## src/rtl/seq_scan_arbiter_pkg.sv

```systemverilog
// seq_scan_arbiter_pkg: shared state encodings and word width for the scan arbiter
package seq_scan_arbiter_pkg;
  localparam int WORD_W = 8;
  typedef enum logic [1:0] {IDLE, SHIFT, DRAIN} state_t;
  typedef enum logic [1:0] {RESET, GOT1, GOT10, GOT101} det_state_t;
endpackage

```

## src/rtl/seq_scan_arbiter_det.sv

```systemverilog
// seq101_det: Moore overlapping "101" detector, z decoded from registered state
module seq101_det
  import seq_scan_arbiter_pkg::*;
(
  input  logic clk,
  input  logic rst,
  input  logic x,
  output logic z
);
  det_state_t st;
  always_ff @(posedge clk)
    if (rst) st <= RESET;
    else
      case (st)
        RESET:   st <= x ? GOT1 : RESET;
        GOT1:    st <= x ? GOT1 : GOT10;
        GOT10:   st <= x ? GOT101 : RESET;
        default: st <= x ? GOT1 : GOT10;
      endcase
  assign z = st == GOT101;
endmodule

```

## src/rtl/seq_scan_arbiter.sv

```systemverilog
// seq_scan_arbiter: round-robin grant of two word sources, serial "101" count per word
module seq_scan_arbiter
  import seq_scan_arbiter_pkg::*;
#(
  parameter int WORD_W = seq_scan_arbiter_pkg::WORD_W
) (
  input  logic              clk,
  input  logic              rst,
  input  logic [1:0]        req_valid,
  input  logic [WORD_W-1:0] req_data0,
  input  logic [WORD_W-1:0] req_data1,
  output logic [1:0]        req_ready,
  output logic              res_valid,
  output logic              res_id,
  output logic [3:0]        res_count,
  output logic [7:0]        total_matches,
  output logic              busy
);
  state_t            state;
  logic              last_grant, cur_id, g, hs, z;
  logic [WORD_W-1:0] sr;
  logic [3:0]        bit_cnt, match_cnt, final_cnt;
  logic [8:0]        sum;
  assign g         = &req_valid ? ~last_grant : req_valid[1];
  assign req_ready = (state == IDLE && !rst && |req_valid) ? (g ? 2'b10 : 2'b01) : 2'b00;
  assign hs        = |req_ready;
  assign busy      = state != IDLE;
  assign final_cnt = match_cnt + 4'(z);
  assign sum       = {1'b0, total_matches} + {5'd0, final_cnt};
  // Detector restarts on every handshake so no match spans two words
  seq101_det u_det (
    .clk (clk),
    .rst (rst | hs),
    .x   (sr[WORD_W-1]),
    .z   (z)
  );
  always_ff @(posedge clk)
    if (rst) begin
      state         <= IDLE;
      last_grant    <= 1'b1;
      cur_id        <= 1'b0;
      sr            <= '0;
      bit_cnt       <= '0;
      match_cnt     <= '0;
      res_valid     <= 1'b0;
      res_id        <= 1'b0;
      res_count     <= '0;
      total_matches <= '0;
    end else begin
      res_valid <= 1'b0;
      case (state)
        IDLE:
          if (hs) begin
            sr         <= g ? req_data1 : req_data0;
            cur_id     <= g;
            last_grant <= g;
            bit_cnt    <= '0;
            match_cnt  <= '0;
            state      <= SHIFT;
          end
        SHIFT: begin
          sr      <= sr << 1;
          bit_cnt <= bit_cnt + 4'd1;
          if (bit_cnt != 4'd0 && z) match_cnt <= match_cnt + 4'd1;
          if (bit_cnt == 4'(WORD_W - 1)) state <= DRAIN;
        end
        default: begin
          res_valid     <= 1'b1;
          res_id        <= cur_id;
          res_count     <= final_cnt;
          total_matches <= sum[8] ? 8'hFF : sum[7:0];
          state         <= IDLE;
        end
      endcase
    end
endmodule

```

## config.mk

```make
export PLATFORM = sky130hd
export DESIGN_NAME = seq_scan_arbiter
export DESIGN_NICKNAME = d
export VERILOG_FILES = /design/src/rtl/seq_scan_arbiter_pkg.sv /design/src/rtl/seq_scan_arbiter_det.sv /design/src/rtl/seq_scan_arbiter.sv
export SDC_FILE = /design/constraint.sdc
export NUM_CORES = 1
export LEC_CHECK = 0
export CORE_MARGIN = 10
export CORE_UTILIZATION = 60
export DETAILED_ROUTE_END_ITERATION = 10
export DONT_BUFFER_PORTS = 1
export PLACE_DENSITY = 0.81
export SETUP_SLACK_MARGIN = 0.05
export SLEW_MARGIN = 10
export SYNTH_ARGS = -nofsm -noshare
export SYNTH_HDL_FRONTEND = slang
export SYNTH_SLANG_ARGS = --single-unit
```

## constraint.sdc

```tcl
create_clock -name clk -period 3.02 [get_ports clk]
set_input_delay 0.906 -clock clk [delete_from_list [all_inputs] [get_ports clk]]
set_output_delay 0.906 -clock clk [all_outputs]
set_load 0.01 [all_outputs]
```

Word level (Yosys, flattened, before mapping). Cells that the tools add are included.

Bits in registers: 36. Output and inout bits: 17. Bits of input ports: 20. Word-level logic and storage cells: 60.

Bitwise operators: 2. $add $sub $neg: 4. Reductions and logical operators: 17. Muxes and demuxes: 19. Equal/unequal tests: 7.

Operator list (number): 8-bit two-way mux (3); 4-bit case mux with 2 select lines (2); 8-bit case mux with 2 select lines (1); 2-bit two-way mux (6); 8-bit by 4-bit adder with 9-bit output (1); 4-bit by 1-bit adder with 4-bit output, second input constant (2); 4-bit two-way mux (2); 2-bit case mux with 2 select lines (2); 2-bit AND reduction (4); 2-bit != test, second input constant (3); 2-bit OR reduction (3); 4-bit by 1-bit adder with 4-bit output (1); 2-bit == test, second input constant (2); 4-bit by 3-bit == test with 1-bit output, second input constant (1); 2-bit zero test (2); 2-bit nonzero test (2); 4-bit nonzero test (1); 1-bit logical AND (3); 1-bit two-way mux (3); 3-bit AND reduction (1); 2-bit by 1-bit == test with 1-bit output, second input constant (1); 1-bit zero test (1); 1-bit inverter (1); 1-bit bitwise OR (1).

Longest topological paths before layout.
Depth after elaboration: 7. Gate-level depth with buffers: 9. Mapped depth without buffers: 9.

Cells and area by module. A second synthesis with hierarchy kept.

Cells, all modules: 214. Area total of the unflattened synthesis: 1850.5 sq um.

By module, submodules not included: seq_scan_arbiter (instances 1, area each 1778.0 sq um, sequential area each 680.7 sq um, cells each 207); seq101_det (instances 1, area each 72.6 sq um, sequential area each 40.0 sq um, cells each 7).

Worst setup path after synthesis. No wires, ideal clock.

Path kind: input to output. Start point: input port req_valid[1]. End point: output port req_ready[1]. Path slack: 374 ps. Stages: 3. Arrival: 1740 ps. Path through: a21boi_0 -> buf_2 -> and2_1.

Longest elaborated chain between the ends: 4. Elaborated cells on any way between the ends: 6. Classes of those cells: 3 x mux; 3 x reduce/logical.

RTL lines: start, declared (line seq_scan_arbiter.sv:9) `input logic [1:0] req_valid,`; 2-bit AND reduction (line seq_scan_arbiter.sv:24) `assign g = &req_valid ? ~last_grant : req_valid[1];`; 1-bit two-way mux (line seq_scan_arbiter.sv:24); 2-bit two-way mux (line seq_scan_arbiter.sv:25) `assign req_ready = (state == IDLE && !rst && |req_valid) ? (g ? 2'b10 : 2'b01) : 2'b00;`; 2-bit two-way mux (*) (line seq_scan_arbiter.sv:25); end, declared (line seq_scan_arbiter.sv:12) `output logic [1:0] req_ready,`.

Mark *: on every way between the ends. The rest lies on a longest branch, timed or not.

Worst setup path after layout.
Start point: register state[0]. End point: output port req_ready[0].

Longest elaborated chain between the ends: 4.

RTL lines: start, declared (line seq_scan_arbiter.sv:19) `state_t state;`; start signal, assigned (line seq_scan_arbiter.sv:39) `state <= IDLE;`; start signal, assigned (line seq_scan_arbiter.sv:59) `state <= SHIFT;`; start signal, assigned (line seq_scan_arbiter.sv:65) `if (bit_cnt == 4'(WORD_W - 1)) state <= DRAIN;`; 2-bit zero test (line seq_scan_arbiter.sv:25); 1-bit logical AND (2 in series) (line seq_scan_arbiter.sv:25); 2-bit two-way mux (line seq_scan_arbiter.sv:25).

No other way between the ends.

==> flow_summary.json <==
{
  "outcome": "completed",
  "intPower_uw": 759,
  "finalCritPeriodShare": 0.925,
  "die_area_um2": 5610,
  "post_cts_resize_count": 0,
  "worstRegToRegCells": 9,
  "hp-start": "sr[6]$_SDFFE_PP0P_",
  "die_height_um": 74.9,
  "post-route-drc-count": 0,
  "min_delay_worst_endpoint": "sr[7]$_SDFFE_PP0P_",
  "globalRoute.totalOverflow": 0,
  "globalRouteMet3Util": 0.0618,
  "synth_enable_flop_cells": 0,
  "dp_hpwl_um": 3020,
  "crit_arrival_ns": 1.89,
  "clock.fmax_mhz": 358,
  "core-area_um2": 2830,
  "sort_of_element_at_the_start_of_the_critical_path": "register",
  "dpl_cell_area_um2": 1820,
  "via_count": 1467,
  "vias_per_cell": 6.22,
  "finalHoldViolCount": 0,
  "detail_route.wl_per_cell_um": 16.8,
  "final.setup.worst_slack_ns": 0.226,
  "synth.ff_latch_count": 36,
  "count_of_hold_buffers_inserted_by_post_cts_repair": 0,
  "synthesis.yosys.warnings": 0,
  "post_synth_instance_area_um2": 1810,
  "cts-htree-levels": 2,
  "number_of_sinks_on_the_clock_net": 36,
  "pin_count": 37,
  "groute.layer.met1.usage": 0.168,
  "clkSlewWorstSetupHoldPaths_ns": 0.11,
  "power_switching_uw": 239,
  "grt_pass1_vias": 1440,
  "post_cts.repair.setup_buffers": 0,
  "clockRootBuffer": "clkbuf_4",
  "finalMaxSlewViolations": 0,
  "period_minus_slack_ns": 2.79,
  "pwr-share-clk": 0.382,
  "synth_cell_type_count": 45,
  "max_cap_violations": 0,
  "cts.path.max_buffers": 2,
  "power.static_leakage_nw": 0.734,
  "maxSlewHeadroom": 0.399,
  "cts_tree": "yes",
  "detail-route-antenna-nets": 0,
  "timing.rr.start": "u_det.st[0]$_SDFF_PP0_",
  "detailedRoute.firstPassIterationCount": 4,
  "hp-class": "reg -> reg",
  "fraction_of_power_consumed_by_combinational_cells": 0.106,
  "switching_share": 0.239,
  "global_route.usage.met2": 0.242,
  "power.density_cell_area_nw_per_um2": 520,
  "floorplan.initialDensity": 0.640,
  "setup.worst_path.end_class": "output pin",
  "critical_path_peak_fanout": 7,
  "clk_latency_ns": 0.34,
  "detailedPlace.worstSlack_ns": 0.419,
  "fraction_of_layout_instances_using_a_drive_strength_above_1": 0.0683,
  "setup_skew_ns": 0.0175,
  "fillers": 227,
  "antenna_cells_inserted": 0,
  "syn_nets": 235,
  "mean_area_per_synthesized_cell_um2": 8.83,
  "critPathRequiredTime_ns": 2.11,
  "finalWeightedCongestion": 0.842,
  "tritoncts.num_buffers": 5,
  "syn_inst": 205,
  "pwr-share-seq": 0.512,
  "placedCellCount": 228,
  "grt_pass1_wl_um": 6590,
  "tightest_slew_ns": 0.900,
  "crit-reg2reg-capture": "total_matches[6]$_SDFFE_PP0P_",
  "rsz0062_at_grt": "no",
  "area_growth_pct": 6.02,
  "final_cell_area_um2": 1920,
  "postSynth.topFlopCell": "dfxtp_1",
  "r2r_setup_slack_ns": 0.40,
  "synthArstFlopShare": 0,
  "portbufs": 0,
  "finished_layout_cells": 236,
  "std_cell_rows": 19,
  "setup_viol_count_final": 0,
  "die_width_um": 74.9,
  "synth-seq-area-share": 0.398,
  "grt-busiest-layer": "met2",
  "drt_iter0_drc": 117,
  "timing.setup.tns_ns": 0,
  "nNetsFinal": 234,
  "power.ir.vdd_worst_mv": 0.296,
  "min_path_cells": 2,
  "finish.utilization": 0.678,
  "groute.usage.overall": 0.149,
  "routed_wirelength_um": 3960,
  "antenna_found_initial": 0,
  "type_of_the_worst_setup_path": "reg -> out",
  "grt_start_max_net_pins": 30
}
[worst max path at each step]
stage / startpoint / end / slack [ns] / cells past startpoint
finish: state[0]$_SDFFE_PP0P_ / req_ready[0] / 0.23 / 3
global route: u_det.st[0]$_SDFF_PP0_ / total_matches[6]$_SDFFE_PP0P_ / 0.10 / 9
CTS: state[0]$_SDFFE_PP0P_ / req_ready[0] / 0.21 / 3
detailed placement: req_valid[1] / req_ready[0] / 0.42 / 3
global placement: rst / req_ready[0] / 0.47 / 2
floorplan: req_valid[1] / req_ready[1] / 0.37 / 3
[cells by family after synthesis]
logic type	share of synthesized area
simple gates	0.218
compound gates	0.187
flops	0.398
buf+inv	0.0429
mux	0.0560
fa+ha+maj	0.0733
xor+xnor	0.0242
[registers in the layout, summed over array words and instances, names as in the netlist, 2 cells and up]
| name | flops |
|---|---|
| state | 2 |
| match_cnt | 4 |
| bit_cnt | 4 |
| u_det.st | 2 |
| sr | 8 |
| res_count | 4 |
| total_matches | 8 |
[metrics by stage]
stage          total power [mW]  hold WS [ns]
3_5_place_dp              0.627         0.465
5_1_grt                    1.04         0.494
4_1_cts                    1.00         0.483
3_3_place_gp              0.621         0.448
6_report                  0.997         0.483
2_1_floorplan             0.610         0.426
[layout by cell type, fill, tap and decap left out, types with 2 or more instances in the layout]
cell type,n
nand3b_1,3
nor3_1,6
clkbuf_4,5
nor2b_1,5
buf_4,3
nand3_1,8
a211oi_1,7
o21ai_0,7
mux2i_1,9
and3_1,2
o21a_1,4
and2_1,3
o41ai_1,4
dfxtp_1,36
a21o_1,2
nor2_1,32
ha_1,9
or3_1,3
a311oi_1,4
clkbuf_8,2
a31oi_1,2
nand2_1,8
nand2b_1,2
inv_1,7
xor2_1,4
a21oi_1,8
[power by group through the flow]
| stage | clock network (mW) | registers, mW | logic, mW |
|---|---|---|---|
| after floorplan | 0 | 0.517 | 0.0924 |
| after global placement | 0 | 0.520 | 0.101 |
| after CTS | 0.385 | 0.510 | 0.106 |
| final | 0.381 | 0.511 | 0.106 |
| after detailed placement | 0 | 0.521 | 0.106 |
| after global routing | 0.407 | 0.513 | 0.119 |
[synth_stat cells, drive strengths merged (3+ instances only)]
library cell,count,area share
nand2,8,0.017
xor2,4,0.019
o21a,4,0.017
a21oi,8,0.022
buf,7,0.018
a211oi,7,0.029
clkbuf,4,0.0083
mux2i,9,0.050
nand3,8,0.022
dfxtp,36,0.40
or3,3,0.010
nand3b,3,0.012
inv,7,0.015
o41ai,4,0.019
nor2b,5,0.017
a311oi,4,0.019
nor3,6,0.017
and2,3,0.010
o21ai,7,0.019
ha,9,0.062
nor2,32,0.066
[critical path: stages, from the launching register on]
cell	delay (ns)
dfxtp_1	0.35
or2_0	0.38
or3_1	0.52
nor2_1	0.30
[routing by layer]
metal,wire [um],vias to the layer above
met2,1920,42
met4,54,0
li1,-,737
met5,0,-
met1,1670,682
met3,315,6
[cell type report]
| class | instances | area [um^2] | share of cell area |
|---|---|---|---|
| Tap cell | 31 | 38.8 | 0.0202 |
| Inverter | 8 | 30.0 | 0.0157 |
| Multi-Input combinational cell | 150 | 1010 | 0.527 |
| Clock buffer | 7 | 65.1 | 0.0339 |
| Sequential cell | 36 | 721 | 0.376 |
| Timing Repair Buffer | 3 | 22.5 | 0.0117 |
| Clock inverter | 1 | 30.0 | 0.0157 |
Note: power is estimated with default switching activity, not from simulation.
